$ cat src/rtl/seg7_time_display_ctrl_if.sv
// Avalon-MM write-only link between the 7-segment display controller and the segment PIO slave.
interface seg7_time_display_ctrl_if;
  logic [1:0]  address;
  logic        write;
  logic [31:0] writedata;
  logic        waitrequest;

  modport master (output address, output write, output writedata, input waitrequest);
  modport slave  (input address, input write, input writedata, output waitrequest);
endinterface

$ cat src/rtl/seg7_time_display_ctrl.sv
// mm:ss playback clock / "t"+track-number display, pushed to the 7-segment PIO over Avalon-MM
// whenever the shown pattern changes.
module seg7_time_display_ctrl #(
  parameter int unsigned TICK_CYCLES = 50_000_000,
  parameter int unsigned HOLD_CYCLES = 100_000_000
) (
  input  logic                          clk,
  input  logic                          reset_n,
  input  logic                          play,
  input  logic                          clr_time,
  input  logic                          track_valid,
  input  logic [7:0]                    track_num,
  seg7_time_display_ctrl_if.master      avm,
  output logic                          mode_track,
  output logic                          busy
);

  localparam int TW = $clog2(TICK_CYCLES + 1);
  localparam int HW = $clog2(HOLD_CYCLES + 1);
  localparam logic [6:0] SEG_T = 7'h07;

  typedef enum logic [1:0] {S_IDLE, S_CONV, S_WRITE} state_t;

  state_t         state_q, state_d;
  logic [TW-1:0]  presc_q, presc_d;
  logic [15:0]    time_q, time_d;      // {M10, M1, S10, S1} BCD
  logic [HW-1:0]  hold_q, hold_d;
  logic           mode_q, mode_d;
  logic [7:0]     track_q, track_d;
  logic           dirty_q, dirty_d;
  logic [19:0]    shift_q, shift_d;    // {hundreds, tens, units, binary}
  logic [2:0]     cnt_q, cnt_d;
  logic [31:0]    wdata_q, wdata_d;

  logic           tick, expire, set_dirty;
  logic [19:0]    conv_next;
  logic [27:0]    time_seg;

  function automatic logic [6:0] seg7(input logic [3:0] d);
    case (d)
      4'd0:    seg7 = 7'h40;
      4'd1:    seg7 = 7'h79;
      4'd2:    seg7 = 7'h24;
      4'd3:    seg7 = 7'h30;
      4'd4:    seg7 = 7'h19;
      4'd5:    seg7 = 7'h12;
      4'd6:    seg7 = 7'h02;
      4'd7:    seg7 = 7'h78;
      4'd8:    seg7 = 7'h00;
      4'd9:    seg7 = 7'h10;
      default: seg7 = 7'h7F;
    endcase
  endfunction

  function automatic logic [15:0] time_inc(input logic [15:0] t);
    logic [3:0] s1, s10, m1, m10;
    {m10, m1, s10, s1} = t;
    if (s1 != 4'd9) s1 = s1 + 4'd1;
    else begin
      s1 = 4'd0;
      if (s10 != 4'd5) s10 = s10 + 4'd1;
      else begin
        s10 = 4'd0;
        if (m1 != 4'd9) m1 = m1 + 4'd1;
        else begin
          m1 = 4'd0;
          m10 = (m10 != 4'd9) ? m10 + 4'd1 : 4'd0;
        end
      end
    end
    return {m10, m1, s10, s1};
  endfunction

  // One double-dabble step: correct each BCD nibble that would overflow on doubling, then shift.
  function automatic logic [19:0] dabble_step(input logic [19:0] s);
    logic [19:0] r;
    r = s;
    for (int i = 0; i < 3; i++) begin
      if (r[8+4*i +: 4] >= 4'd5) r[8+4*i +: 4] = r[8+4*i +: 4] + 4'd3;
    end
    return {r[18:0], 1'b0};
  endfunction

  for (genvar gi = 0; gi < 4; gi++) begin : g_time_seg
    assign time_seg[gi*7 +: 7] = seg7(time_q[gi*4 +: 4]);
  end

  assign conv_next = dabble_step(shift_q);

  always_ff @(posedge clk or negedge reset_n) begin
    if (!reset_n) begin
      state_q <= S_IDLE;
      presc_q <= '0;
      time_q  <= '0;
      hold_q  <= '0;
      mode_q  <= 1'b0;
      track_q <= '0;
      dirty_q <= 1'b1;
      shift_q <= '0;
      cnt_q   <= '0;
      wdata_q <= '0;
    end else begin
      state_q <= state_d;
      presc_q <= presc_d;
      time_q  <= time_d;
      hold_q  <= hold_d;
      mode_q  <= mode_d;
      track_q <= track_d;
      dirty_q <= dirty_d;
      shift_q <= shift_d;
      cnt_q   <= cnt_d;
      wdata_q <= wdata_d;
    end
  end

  always_comb begin
    state_d   = state_q;
    presc_d   = presc_q;
    time_d    = time_q;
    hold_d    = hold_q;
    mode_d    = mode_q;
    track_d   = track_q;
    dirty_d   = dirty_q;
    shift_d   = shift_q;
    cnt_d     = cnt_q;
    wdata_d   = wdata_q;
    tick      = 1'b0;
    expire    = 1'b0;

    if (clr_time) begin
      presc_d = '0;
      time_d  = '0;
    end else if (play) begin
      if (presc_q == TW'(TICK_CYCLES - 1)) begin
        presc_d = '0;
        tick    = 1'b1;
        time_d  = time_inc(time_q);
      end else begin
        presc_d = presc_q + TW'(1);
      end
    end

    if (track_valid) begin
      track_d = track_num;
      mode_d  = 1'b1;
      hold_d  = HW'(HOLD_CYCLES - 1);
    end else if (mode_q) begin
      if (hold_q == '0) begin
        mode_d = 1'b0;
        expire = 1'b1;
      end else begin
        hold_d = hold_q - HW'(1);
      end
    end

    set_dirty = track_valid | expire | ((tick | clr_time) & ~mode_q);

    case (state_q)
      S_IDLE: begin
        if (dirty_q) begin
          dirty_d = 1'b0;
          if (mode_q) begin
            state_d = S_CONV;
            shift_d = {12'd0, track_q};
            cnt_d   = '0;
          end else begin
            state_d = S_WRITE;
            wdata_d = {4'd0, time_seg};
          end
        end
      end
      S_CONV: begin
        shift_d = conv_next;
        cnt_d   = cnt_q + 3'd1;
        if (cnt_q == 3'd7) begin
          state_d = S_WRITE;
          wdata_d = {4'd0, SEG_T, seg7(conv_next[19:16]), seg7(conv_next[15:12]), seg7(conv_next[11:8])};
        end
      end
      S_WRITE: begin
        if (!avm.waitrequest) state_d = S_IDLE;
      end
      default: state_d = S_IDLE;
    endcase

    // An event in the same cycle the pending request is accepted must still cause a follow-up write.
    if (set_dirty) dirty_d = 1'b1;
  end

  assign avm.address   = 2'd0;
  assign avm.write     = (state_q == S_WRITE);
  assign avm.writedata = wdata_q;
  assign mode_track    = mode_q;
  assign busy          = (state_q != S_IDLE);

endmodule

$ cat src/flat_wrapper.sv
// flat-port wrapper written by rule: the top's interface ports become plain ports
module seg7_time_display_ctrl_flat 
#(
  parameter int unsigned TICK_CYCLES = 50_000_000,
  parameter int unsigned HOLD_CYCLES = 100_000_000
)
  (clk, reset_n, play, clr_time, track_valid, track_num, mode_track, busy, avm_address, avm_write, avm_writedata, avm_waitrequest);
  seg7_time_display_ctrl_if avm_i ();
  input  logic clk;
  input  logic reset_n;
  input  logic play;
  input  logic clr_time;
  input  logic track_valid;
  input  logic [7:0] track_num;
  output logic mode_track;
  output logic busy;
  output wire logic [$bits(avm_i.address)-1:0] avm_address;
  output wire logic [$bits(avm_i.write)-1:0] avm_write;
  output wire logic [$bits(avm_i.writedata)-1:0] avm_writedata;
  input wire logic [$bits(avm_i.waitrequest)-1:0] avm_waitrequest;
  assign avm_address = avm_i.address;
  assign avm_write = avm_i.write;
  assign avm_writedata = avm_i.writedata;
  assign avm_i.waitrequest = avm_waitrequest;
  seg7_time_display_ctrl #(.TICK_CYCLES(TICK_CYCLES), .HOLD_CYCLES(HOLD_CYCLES)) u_core (.clk(clk), .reset_n(reset_n), .play(play), .clr_time(clr_time), .track_valid(track_valid), .track_num(track_num), .avm(avm_i), .mode_track(mode_track), .busy(busy));
endmodule
$ cat config.mk
export PLATFORM = sky130hd
export DESIGN_NAME = seg7_time_display_ctrl_flat
export DESIGN_NICKNAME = d
export VERILOG_FILES = /design/src/rtl/seg7_time_display_ctrl_if.sv /design/src/rtl/seg7_time_display_ctrl.sv /design/src/flat_wrapper.sv
export SDC_FILE = /design/constraint.sdc
export NUM_CORES = 1
export LEC_CHECK = 0
export BUFFER_PORTS_ARGS = -buffer_cell sky130_fd_sc_hd__buf_4
export CAP_MARGIN = 25
export CORE_ASPECT_RATIO = 1.5
export CORE_MARGIN = 5
export CORE_UTILIZATION = 58
export CTS_CLUSTER_SIZE = 8
export DETAILED_ROUTE_END_ITERATION = 16
export PLACE_DENSITY = 0.81
export SLEW_MARGIN = 0
export SYNTH_ARGS = -nofsm -noshare
export SYNTH_HDL_FRONTEND = slang
export SYNTH_SLANG_ARGS = --single-unit
$ cat constraint.sdc
create_clock -name clk -period 6.68 [get_ports clk]
set_input_delay 0 -clock clk [delete_from_list [all_inputs] [get_ports clk]]
set_output_delay 0 -clock clk [all_outputs]
set_load 0.1 [all_outputs]
## Word-level counts from Yosys, hierarchy flattened

Memory sizes are Yosys's and may differ from the RTL's.
Cells that the tools add are included.

- Add/sub/neg operators: 10
- $lt $le $gt $ge: 3
- Equal/unequal tests: 17
- Mux-type cells: 48
- Bitwise logic cells: 5
- Reduce and logical (&&, ||, !) cells: 16

Operator list:

| kind | number |
|---|---|
| 32-bit 2-to-1 mux | 3 |
| 27-bit 2-to-1 mux | 3 |
| 26-bit 2-to-1 mux | 3 |
| 32-bit case mux with 2 select lines | 1 |
| 16-bit 2-to-1 mux | 3 |
| 4-bit 2-to-1 mux | 12 |
| 20-bit 2-to-1 mux | 2 |
| 20-bit case mux with 2 select lines | 1 |
| 27-bit zero test | 1 |
| 27-bit by 1-bit subtractor with 27-bit output, second input constant | 1 |
| 26-bit by 1-bit adder with 26-bit output, second input constant | 1 |
| 26-bit == test, second input constant | 1 |
| 4-bit by 1-bit adder with 4-bit output, second input constant | 4 |
| 4-bit by 3-bit >= comparator with 1-bit output, second input constant | 3 |
| 2-bit != test, second input constant | 6 |
| 4-bit != test, second input constant | 3 |
| 2-bit nonzero test | 6 |
| 1-bit 2-to-1 mux | 11 |
| 3-bit 2-to-1 mux | 3 |
| 3-bit AND reduction | 3 |
| 4-bit by 2-bit adder with 4-bit output, second input constant | 2 |
| 2-bit 2-to-1 mux | 4 |
| 4-bit AND reduction | 2 |
| 2-bit by 1-bit != test with 1-bit output, second input constant | 3 |
| 14 further kinds | 17 |

- Flip-flop bits (word level): 136
- Memory bits (read-only): 784
- Input port bits: 14
- Output and inout port bits: 37
- Memories kept: 7

Memory list:

| name | words | width | read ports | clocked after Yosys merged registers in | wr ports | line | text |
|---|---|---|---|---|---|---|---|
| (name not given) | 16 | 7 | 1 | 0 | 0 | seg7_time_display_ctrl.sv:40 | `case (d)` |
| (name not given) | 16 | 7 | 1 | 0 | 0 | seg7_time_display_ctrl.sv:40 |  |
| (name not given) | 16 | 7 | 1 | 0 | 0 | seg7_time_display_ctrl.sv:40 |  |
| (name not given) | 16 | 7 | 1 | 0 | 0 | seg7_time_display_ctrl.sv:40 |  |
| (name not given) | 16 | 7 | 1 | 0 | 0 | seg7_time_display_ctrl.sv:40 |  |
| (name not given) | 16 | 7 | 1 | 0 | 0 | seg7_time_display_ctrl.sv:40 |  |
| +1 memories | -- | -- | -- | -- | -- | -- |  |

## Logic depth before layout (Yosys ltp)

- Word-level depth: 8
- Mapped depth: 9
- Mapped depth without buffers: 9

## Worst setup path after synthesis

OpenSTA, ideal clock, no wires.

- Path type: register to register
- Start point: reg u_core.mode_q (netlist: u_core.mode_track)
- End point: reg u_core.wdata_q[2] (netlist: u_core.avm.writedata[2])
- Setup time: 0.122 ns
- Data arrival time: 2.387 ns
- Path slack: 4.172 ns
- Cell stages (with the launch flop): 9
- Path buffers: 3
- Path through: dfrtp_1 clkbuf_1 nor2_1 nand2_1 a21o_1 clkbuf_1 clkbuf_1 a21oi_1 a22o_1

- Longest elaborated chain between the ends: 2

Ends and longest elaborated chain:

| item | line | text |
|---|---|---|
| from (decl) | seg7_time_display_ctrl.sv:28 | `logic mode_q, mode_d;` |
| from (signal assigned) | seg7_time_display_ctrl.sv:107 | `mode_q <= mode_d;` |
| 2-bit != test (no source line) | -- |  |
| 4-bit AND reduction (no source line) | -- |  |
| to (signal assigned) | seg7_time_display_ctrl.sv:112 | `wdata_q <= wdata_d;` |
| to (decl) | seg7_time_display_ctrl.sv:33 | `logic [31:0] wdata_q, wdata_d;` |

No other way between the ends.
A chain may end at the register's enable or synchronous reset.

## Worst setup path after layout

- Start point: reg u_core.hold_q[3]
- End point: reg u_core.hold_q[4]

- Longest elaborated chain between the ends: 4
- Elaborated cells between the ends (all ways): 7
- Those cells by class: add/sub (1); eq/ne (1); mux (3); reduce/logical (2)

Ends and longest elaborated chain:

| item | line | text |
|---|---|---|
| from (decl) | seg7_time_display_ctrl.sv:27 | `logic [HW-1:0] hold_q, hold_d;` |
| from (signal assigned) | seg7_time_display_ctrl.sv:106 | `hold_q <= hold_d;` |
| 27-bit by 1-bit subtractor with 27-bit output | seg7_time_display_ctrl.sv:152 | `hold_d = hold_q - HW'(1);` |
| 27-bit 2-to-1 mux | seg7_time_display_ctrl.sv:148 | `if (hold_q == '0) begin` |
| 27-bit 2-to-1 mux | seg7_time_display_ctrl.sv:147 | `end else if (mode_q) begin` |
| 27-bit 2-to-1 mux | seg7_time_display_ctrl.sv:143 | `if (track_valid) begin` |

Several ways; a longest one is shown, not always the timed one. The select of a mux whose other input is x is not followed.

==> metrics <==
Yosys top cell by area dfrtp_1; Max transition margin 39.1%; EDFF count, synth 0; WP data required 6.99 ns; crit end category flip-flop; total track usage 22.0%; clock tree root driver cell clkbuf_16; diode count 0; Area Overhead vs Synth 14.8%; antenna-violating nets left 0; CP max-delay cell o41ai_4; DRC violations left 0; TNS Setup 0 ns; final layout net count 931; grt total ovfl 0; Synth Instances 840; Mapped Area 7650 um^2; critical path peak fanout 13; I/O pin count 51; Final Hold Viols 0; Tot Pwr 3.63 mW; first-pass GRT wire length 28,800 um; Final GP Congestion 0.842; count of cells resized by post-cts repair 0; crit-path max cell delay 0.79 ns; Top delay family on crit path simple AND/OR/NAND/NOR gates; share of cells above drive strength 1 12.9%; initial antenna violation count 0; Max Slew Vio Count 0; CTS Buffer Depth 2; post-DR vias/cell 5.96; worst hold slack 0.106 ns; FP Rows 51; Sink Count 132; core area 13,000 um^2; initial core utilization 59.0%; Post-Route WL 17,000 um; clock skew 0.0104 ns; area of the multi-input gates 4040 um^2; design area 8780 um^2; share of the synthesized area in the top cell type 42.9%; Fmax 353 MHz; number of synthesized register bits 132; Synth area leaders dfrtp_1, ha_1, a21oi_1, nand2_1, o21ai_0; Cell Area, Placed 8030 um^2; vias in the first global route 6,344; minimum clock period 2.83 ns; placed cells 1,009; Primary FF master, synth dfrtp_1; status complete, no violations; ys async rst share 100%; Startpoint Class flip-flop; worst path cell trace or3_1 > or4b_1 > o41ai_4 > nor4b_1 > xnor2_1 > nand2b_1; Yosys cell types 72; Die Width 104 um; die area 15,600 um^2; setup violators final 0; latest clock arrival within the worst-skew pair 0.42 ns; CP Class reg2reg; Clock transition at path regs 0.06 ns; drt first pass iters 7; Inserted Clock Buffers 17; Lkg Pwr 3.71 nW; Synth warnings 0; Avg Inst Size Synth 9.10 um^2; Data arrival, critical path 3.14 ns; worst path bufs/invs 0; DPL Wire Length 11,400 um; sequential cell area 3300 um^2; largest net degree at the start of global routing 79; initial DRC count 273; CTS tree done; post-route clock period utilization 42.4%; max cap viols 0; Post-Layout Cell Count 1,056; Die Y 151 um; number of I/O port buffers 44; vias 6,297; RSZ-0062 raised after global routing no; peak supply drop 0.000173 V; hold crit path type in2async; pwr dens 413 nW/um^2; Slew @ Worst Pin 0.912 ns; H-tree levels 4; post-synthesis sequential area ratio 43.2%; Fillers 1,035; wire per inst 16.1 um
worst paths after layout:
check,startpoint,endpoint,slack [ns],cells past startpoint
setup / recovery,u_core.hold_q[3],u_core.hold_q[4],3.85,6
hold / removal,reset_n,u_core.hold_q[24],0.11,2
setup reg to reg,u_core.hold_q[3],u_core.hold_q[4],3.85,6
hold reg to reg,u_core.avm.writedata[21],u_core.avm.writedata[21],0.48,2
max in group asynchronous,reset_n,u_core.dirty_q,5.47,4
min in group clk,track_num[2],u_core.track_q[2],0.35,3
registers in the layout, summed over array words and instances (netlist names), 2 cells and up:
register              flops
u_core.avm.writedata     28
u_core.cnt_q              3
u_core.hold_q            27
u_core.presc_q           26
u_core.shift_q           20
u_core.state_q            2
u_core.time_q            16
u_core.track_q            8
per-layer routing:
metal	routed length, um	track usage, %	share of wire [%]
met1	6890	25.1	41
met2	9060	40.4	53
met3	694	4.42	4.1
met4	325	8.94	1.9
met5	0	0	0
metrics by stage:
stage	utilization [%]	worst slack (ns)
after floorplan	-	4.17
after global placement	62.0	3.90
after detailed placement	62.0	3.88
after CTS	67.5	3.83
after global routing	67.8	3.64
final	67.8	3.85
where the power goes:
group,internal [mW],switching [mW]
Sequential,0.950,0.117
Clock,0.532,0.383
Combinational,0.477,1.17
Total,1.96,1.67
kinds of logic (layout without fill, tap and decap cells):
logic type / after synthesis / count (layout) / synth area share (%)
flops: 132 / 132 / 43.2
mux: 31 / 31 / 4.34
xor+xnor: 48 / 48 / 5.50
fa+ha+maj: 33 / 33 / 5.40
buf+inv: 75 / 127 / 4.24
compound gates: 201 / 201 / 16.2
simple gates: 319 / 319 / 21.1
other cells: 1 / 6 / 0.0490
cell usage after synthesis, types with 3 or more instances:
cell / n
o2111ai_1: 5
buf_4: 7
a211o_1: 3
o31ai_1: 4
clkbuf_1: 29
o41ai_1: 3
mux2i_1: 14
a31oi_1: 11
mux2_2: 17
nand3b_1: 7
xor2_1: 15
a21o_1: 3
or4_1: 6
o21ai_0: 63
o21a_1: 4
nand4_1: 5
nand3_1: 25
and3_1: 6
buf_1: 5
nor3b_1: 7
nor4_1: 18
a21oi_1: 68
nand2b_1: 16
dfrtp_1: 131
o22ai_1: 3
nand2_1: 87
a22o_1: 6
nor2_1: 81
nor2b_1: 6
and2_1: 4
inv_1: 31
or2_2: 5
ha_1: 33
or3_1: 9
o211ai_1: 5
nor3_1: 19
nand4b_1: 4
a221o_1: 4
xnor2_1: 33
layout make-up:
| class | instances | area share [%] |
|---|---|---|
| inverter | 31 | 1.33 |
| timing repair buffer | 64 | 6.14 |
| sequential | 132 | 37.6 |
| clock inverter | 14 | 1.63 |
| clock buffer | 18 | 5.00 |
| multi-input combinational | 638 | 46.0 |
| tap | 159 | 2.27 |
timing repair:
item | 4_1_cts | 5_1_grt
hold buffers | 14 | 0
hold endpoints to repair | 84 | 0
setup buffers | 0 | 0
cells in the final DEF, fill, tap and decap left out, types with 6 or more instances in the layout:
master and instances:
dfrtp_1 131, nand2_1 87, nor2_1 81, a21oi_1 68
o21ai_0 63, buf_4 48, xnor2_1 33, ha_1 33
inv_1 31, nand3_1 25, nor3_1 19, nor4_1 18
mux2_2 17, clkbuf_16 17, nand2b_1 16, xor2_1 15
mux2i_1 14, dlygate4sd3_1 14, a31oi_1 11, or3_1 9
nand3b_1 7, nor3b_1 7, nor2b_1 6, or4_1 6
and3_1 6, a22o_1 6, conb_1 6
Note: power is estimated with default switching activity, not from simulation.
